$ cat config.mk
export PLATFORM = sky130hd
export DESIGN_NAME = codec_cfg_sequencer
export DESIGN_NICKNAME = d
export VERILOG_FILES = /design/src/rtl/codec_cfg_sequencer.sv
export SDC_FILE = /design/constraint.sdc
export NUM_CORES = 1
export LEC_CHECK = 0
export BUFFER_PORTS_ARGS = -buffer_cell sky130_fd_sc_hd__buf_4
export CAP_MARGIN = 25
export CORE_AREA = 2 2 90 92
export CTS_CLUSTER_SIZE = 16
export DETAILED_ROUTE_END_ITERATION = 8
export DIE_AREA = 0 0 92 94
export MAX_ROUTING_LAYER = met4
export PLACE_DENSITY_LB_ADDON = 0.25
export SLEW_MARGIN = 10
export SYNTH_ARGS = -nofsm -noshare
export SYNTH_HDL_FRONTEND = slang
export SYNTH_SLANG_ARGS = --single-unit
$ cat constraint.sdc
create_clock -name CLOCK -period 3.75 [get_ports CLOCK]
set_input_delay 0.75 -clock CLOCK [delete_from_list [all_inputs] [get_ports CLOCK]]
set_output_delay 0.75 -clock CLOCK [all_outputs]
set_load 0.03 [all_outputs]
$ cat src/rtl/codec_cfg_sequencer.sv
// WM8731 configuration sequencer: after a power-up delay it walks the fixed
// codec register table over the shared I2C engine, retries failed transfers,
// then hands the engine to single runtime register-write requests.
//
// state     | meaning
// ----------+---------------------------------------------------------------
// PWRUP     | counting down the power-up delay after reset
// LOAD      | latch the current table word into I2C_DATA
// ISSUE     | GO pulse for a table transfer, timeout counter cleared
// WAIT      | waiting for END or timeout on a table transfer
// CHECK     | advance, retry or give up on the table transfer
// IDLE      | table finished (or abandoned); accepting runtime requests
// RT_ISSUE  | GO pulse for a runtime transfer
// RT_WAIT   | waiting for END or timeout on a runtime transfer
// RT_CHECK  | retry or report the runtime transfer via REQ_DONE/REQ_ERR
// HALT      | parked; only entered when built with a zero power-up delay
module codec_cfg_sequencer #(
    parameter logic [7:0] DEV_ADDR       = 8'h34,
    parameter int         PWRUP_CYCLES   = 50000,
    parameter int         MAX_RETRY      = 3,
    parameter int         TIMEOUT_CYCLES = 4095
) (
    input  logic        CLOCK,
    input  logic        RESET,
    output logic [23:0] I2C_DATA,
    output logic        GO,
    input  logic        END,
    input  logic        ACK_OK,
    input  logic        REQ,
    input  logic [6:0]  REQ_REG,
    input  logic [8:0]  REQ_VAL,
    output logic        REQ_DONE,
    output logic        REQ_ERR,
    output logic        CFG_DONE,
    output logic        CFG_ERR,
    output logic [3:0]  CFG_IDX
);

    localparam logic [3:0] S_PWRUP    = 4'd0;
    localparam logic [3:0] S_LOAD     = 4'd1;
    localparam logic [3:0] S_ISSUE    = 4'd2;
    localparam logic [3:0] S_WAIT     = 4'd3;
    localparam logic [3:0] S_CHECK    = 4'd4;
    localparam logic [3:0] S_IDLE     = 4'd5;
    localparam logic [3:0] S_RT_ISSUE = 4'd6;
    localparam logic [3:0] S_RT_WAIT  = 4'd7;
    localparam logic [3:0] S_RT_CHECK = 4'd8;
    localparam logic [3:0] S_HALT     = 4'd9;

    localparam int PW_W = (PWRUP_CYCLES < 2) ? 1 : $clog2(PWRUP_CYCLES);
    localparam int RW   = (MAX_RETRY < 1) ? 1 : $clog2(MAX_RETRY + 1);

    localparam logic [PW_W-1:0] PWR_LOAD  = PW_W'(PWRUP_CYCLES - 1);
    localparam logic [RW-1:0]   RETRY_MAX = RW'(MAX_RETRY);
    localparam logic [11:0]     TO_LAST   = 12'(TIMEOUT_CYCLES - 1);
    localparam logic [3:0]      LAST_IDX  = 4'd10;

    logic [3:0]      state;
    logic [PW_W-1:0] pwr_cnt;
    logic [11:0]     to_cnt;
    logic [RW-1:0]   retry_cnt;
    logic            xfer_ok;

    // {register address, 9-bit value} for each table entry
    function automatic logic [15:0] table_word(input logic [3:0] idx);
        case (idx)
            4'd0:    table_word = {7'd15, 9'h000};
            4'd1:    table_word = {7'd0,  9'h017};
            4'd2:    table_word = {7'd1,  9'h017};
            4'd3:    table_word = {7'd2,  9'h079};
            4'd4:    table_word = {7'd3,  9'h079};
            4'd5:    table_word = {7'd4,  9'h012};
            4'd6:    table_word = {7'd5,  9'h000};
            4'd7:    table_word = {7'd6,  9'h000};
            4'd8:    table_word = {7'd7,  9'h042};
            4'd9:    table_word = {7'd8,  9'h000};
            4'd10:   table_word = {7'd9,  9'h001};
            default: table_word = 16'h0000;
        endcase
    endfunction

    // GO follows the issue states but is suppressed while reset is asserted,
    // so an aborted transfer can never launch in the reset cycle
    assign GO = !RESET && ((state == S_ISSUE) || (state == S_RT_ISSUE));

    // Sequencer state, counters and registered outputs
    always_ff @(posedge CLOCK) begin
        if (RESET) begin
            state     <= S_PWRUP;
            pwr_cnt   <= PWR_LOAD;
            to_cnt    <= '0;
            retry_cnt <= '0;
            xfer_ok   <= 1'b0;
            I2C_DATA  <= '0;
            REQ_DONE  <= 1'b0;
            REQ_ERR   <= 1'b0;
            CFG_DONE  <= 1'b0;
            CFG_ERR   <= 1'b0;
            CFG_IDX   <= '0;
        end else begin
            REQ_DONE <= 1'b0;
            case (state)
                S_PWRUP: begin
                    if (PWRUP_CYCLES == 0) begin
                        state <= S_HALT;
                    end else if (pwr_cnt == '0) begin
                        CFG_IDX   <= '0;
                        retry_cnt <= '0;
                        state     <= S_LOAD;
                    end else begin
                        pwr_cnt <= pwr_cnt - 1'b1;
                    end
                end

                S_LOAD: begin
                    I2C_DATA <= {DEV_ADDR, table_word(CFG_IDX)};
                    state    <= S_ISSUE;
                end

                S_ISSUE: begin
                    to_cnt <= '0;
                    state  <= S_WAIT;
                end

                S_RT_ISSUE: begin
                    to_cnt <= '0;
                    state  <= S_RT_WAIT;
                end

                // END takes priority over a timeout landing in the same cycle
                S_WAIT, S_RT_WAIT: begin
                    if (to_cnt != 12'hFFF) begin
                        to_cnt <= to_cnt + 1'b1;
                    end
                    if (END) begin
                        xfer_ok <= ACK_OK;
                        state   <= (state == S_WAIT) ? S_CHECK : S_RT_CHECK;
                    end else if (to_cnt == TO_LAST) begin
                        xfer_ok <= 1'b0;
                        state   <= (state == S_WAIT) ? S_CHECK : S_RT_CHECK;
                    end
                end

                S_CHECK: begin
                    if (xfer_ok) begin
                        if (CFG_IDX == LAST_IDX) begin
                            CFG_DONE <= 1'b1;
                            state    <= S_IDLE;
                        end else begin
                            CFG_IDX   <= CFG_IDX + 1'b1;
                            retry_cnt <= '0;
                            state     <= S_LOAD;
                        end
                    end else if (retry_cnt < RETRY_MAX) begin
                        retry_cnt <= retry_cnt + 1'b1;
                        state     <= S_ISSUE;
                    end else begin
                        CFG_ERR <= 1'b1;
                        state   <= S_IDLE;
                    end
                end

                // The first IDLE cycle after REQ_DONE ignores REQ so a
                // requester still holding the old request is not re-served
                S_IDLE: begin
                    if (REQ && !REQ_DONE) begin
                        I2C_DATA  <= {DEV_ADDR, REQ_REG, REQ_VAL};
                        retry_cnt <= '0;
                        state     <= S_RT_ISSUE;
                    end
                end

                S_RT_CHECK: begin
                    if (xfer_ok) begin
                        REQ_DONE <= 1'b1;
                        REQ_ERR  <= 1'b0;
                        state    <= S_IDLE;
                    end else if (retry_cnt < RETRY_MAX) begin
                        retry_cnt <= retry_cnt + 1'b1;
                        state     <= S_RT_ISSUE;
                    end else begin
                        REQ_DONE <= 1'b1;
                        REQ_ERR  <= 1'b1;
                        state    <= S_IDLE;
                    end
                end

                S_HALT: begin
                    state <= S_HALT;
                end

                default: begin
                    state <= S_PWRUP;
                end
            endcase
        end
    end

endmodule
==> impl_metrics.yaml <==
routing:
  first_pass_iters: 5
  finalWirelength_um: 7357
  via_per_inst: 5.330
  antenna_left: 0
  route.detailed.drc: 0
  num_vias: 2862
  initialDrtViolationCount: 182
  wire_per_inst_um: 13.70
timing:
  whs_ns: 0.4983
  tightest_slew_ns: 0.9524
  slew_viol_final: 0
  hold_violations: 0
  final.setup.tns_ns: 0
  fin_crit_ns: 3.205
  rsz0062_at_grt: "no"
  fin_worst_skew_ns: 0.01716
  fin_crit_sh_pct: 85.47
  setup_viol: 0
  max-slew-margin-rel_pct: 36.51
  max_freq_ghz: 0.3120
floorplanning:
  rows: 32
  io_pins: 54
  fp.dieH_um: 94
  dieWidth_um: 92
  die-area_mm2: 0.008648
  initial_utilization_pct: 44.77
  core_area_mm2: 0.007607
place:
  io_buffers: 48
  placed_area_mm2: 0.003829
  place_hpwl_um: 5074
  place_congestion: 0.8365
power:
  p_per_area_mw_per_mm2: 544.7
  fin_total_pwr_mw: 2.189
  vdd_ir_drop_max_mv: 0.3200
  p_leak_nw: 1.489
worst_setup_path:
  r2r_start: "pwr_cnt[5]$_SDFFE_PP0P_"
  crit_path_max_fanout: 9
  crit_cells: 10
  worst-r2r-setup-slack_ns: 0.54
  worstPathCellList: "or4_4 -> or4_1 -> a211oi_4 -> buf_4 -> mux2i_1 -> nor2_1 -> inv_1 -> ha_1 -> nand2b_1 -> mux2i_1"
  cp_data_required_time_ns: 4.03
  rr_worst_depth: 10
  end_kind: "flip-flop"
  crit_path_start: "pwr_cnt[5]$_SDFFE_PP0P_"
  crit_buf_inv: 2
  critPathTopFamily: "simple AND/OR/NAND/NOR gates"
  crit_slowest_cell: "or4_1"
  arrival_ns: 3.48
  critPathMaxStageDelay_ns: 0.66
  critPathKind: "flip-flop to flip-flop"
  critPathMostFrequentCell: "mux2i_1"
  cp-start-kind: "flip-flop"
clock_network:
  root_buffer: "clkbuf_8"
  ctsLongestPathBuffers: 2
  cts_hold_buffers: 0
  cts_resized: 0
  htreeDepth: 3
  clkTransAtPathRegs_ns: 0.08
  clock_latency_ns: 0.35
  cts_sinks: 70
  cts_tree: "yes"
  postCtsSetupBuffers: 0
  numCtsBuffers: 9
grt:
  grt_pass1_wl_um: 11920
  grt_pass1_vias: 2563
  antenna_found_initial: 0
  grt_max_degree: 45
  grt.overflow.total: 0
  grt_usage_pct: 17.61
synthesis:
  netlist_area_mm2: 0.003406
  synth_cells: 387
  synthFlopType: "dfxtp_1"
  yosysWarnings: 0
  ys_ff_latch: 70
  synth_cell_types: 57
  avgSynthCellArea_um2: 8.800
  synth-seq-area-share_pct: 41.15
  ys_async_sr_fraction_pct: 0
  synth_edf_count: 0
cells_and_area:
  layout_common_cells: "dfxtp_1 (70), buf_4 (53), nor2_1 (48)"
  final_cell_area_mm2: 0.004018
  fillers: 728
  drive_gt1_share_pct: 18.16
  syn2layout_area_growth_pct: 17.96
  final_common_cell: "dfxtp_1"
  antennaDiodeCount: 0
  finalNetCount: 462
run_status:
  status: "finished clean"
hold_path:
  hold_class: "flip-flop to flip-flop"
job:
  drv_cap: 0
-- report_power, final --
group          switching [mW]  internal, mW  leakage [nW]
registers              0.0547         0.820         0.565
logic                   0.463         0.252         0.827
clock network           0.292         0.306        0.0964
-- Yosys cell counts, types with 3 or more instances --
cell | number | share of area (%)
dfxtp_1 | 70 | 41
nor2_1 | 48 | 5.3
a21oi_1 | 25 | 3.7
nand2_1 | 21 | 2.3
nor3_1 | 18 | 2.6
xnor2_1 | 18 | 4.6
mux2i_1 | 17 | 5.0
a211oi_1 | 16 | 3.5
clkbuf_1 | 16 | 1.8
ha_1 | 11 | 4.0
inv_1 | 11 | 1.2
o21ai_0 | 10 | 1.5
nand3_1 | 8 | 1.2
buf_4 | 7 | 1.5
nand4_1 | 7 | 1.3
and3_1 | 6 | 1.1
xor2_1 | 6 | 1.5
a22oi_1 | 5 | 1.1
a31oi_1 | 5 | 0.92
nor4_1 | 5 | 0.92
or3_1 | 4 | 0.73
nand2b_1 | 3 | 0.55
nor2b_1 | 3 | 0.55
nor3b_1 | 3 | 0.66
nor4b_1 | 3 | 0.77
o21ai_1 | 3 | 0.44
or4_1 | 3 | 0.66
-- area by class of cell --
type                            count  area, um^2  area share (%)
Clock buffer                       10       127.6           3.177
Multi-Input combinational cell    283        1853           46.12
Inverter                           13       48.80           1.215
Timing Repair Buffer               53       397.9           9.903
Tap cell                          102       127.6           3.177
Sequential cell                    70        1401           34.88
Clock inverter                      6       61.31           1.526
-- stage by stage --
step | instances | setup WS [ns] | utilization (%)
6_report | 537 | 0.5447 | 52.81
3_5_place_dp | 521 | 0.5515 | 50.33
5_1_grt | 537 | 0.3071 | 52.81
2_1_floorplan | 391 | 0.7115 | -
3_3_place_gp | 521 | 0.6641 | 50.33
4_1_cts | 537 | 0.5376 | 52.81
-- worst reg2reg max path, stage by stage (launching register included) --
cell and delay, ns:
dfxtp_1 0.35, or4_4 0.55, or4_1 0.67, a211oi_4 0.27, buf_4 0.21, mux2i_1 0.32
nor2_1 0.13, inv_1 0.13, ha_1 0.27, nand2b_1 0.10, mux2i_1 0.15
-- kinds of logic (layout without fill, tap and decap cells) --
logic type,Yosys count,count (layout),share of synthesized area (%)
adders and majority gates,11,11,4.041
xor gates and xnor gates,24,24,6.172
muxes,17,17,4.996
AOI/OAI and AO/OA,82,82,17.05
and+or+nand+nor,144,144,21.49
DFF,70,70,41.15
buffers and inverters,38,82,4.996
other,1,5,0.1101
-- per-layer routing --
layer	vias to the layer above	part of all wire, %	global-route usage (%)	wire [um]
li1	1467	-	-	-
met1	1335	50	22.96	3668
met2	53	45	27.21	3286
met3	7	4.5	4.093	328
met4	0	0.98	5.721	72
met5	-	0	-	0
-- worst min path at each step --
| stage | slack, ns | cells past startpoint | start | to |
|---|---|---|---|---|
| final | 0.50 | 2 | CFG_ERR$_SDFFE_PP0P_ | CFG_ERR$_SDFFE_PP0P_ |
| after global placement | 0.46 | 2 | CFG_ERR$_SDFFE_PP0P_ | CFG_ERR$_SDFFE_PP0P_ |
| after global routing | 0.52 | 2 | I2C_DATA[2]$_SDFFE_PP0P_ | I2C_DATA[2]$_SDFFE_PP0P_ |
| after floorplan | 0.46 | 2 | pwr_cnt[1]$_SDFFE_PP1P_ | pwr_cnt[1]$_SDFFE_PP1P_ |
| after CTS | 0.50 | 2 | CFG_ERR$_SDFFE_PP0P_ | CFG_ERR$_SDFFE_PP0P_ |
| after detailed placement | 0.47 | 2 | CFG_DONE$_SDFFE_PP0P_ | CFG_DONE$_SDFFE_PP0P_ |
Note: power is estimated with default switching activity, not from simulation.
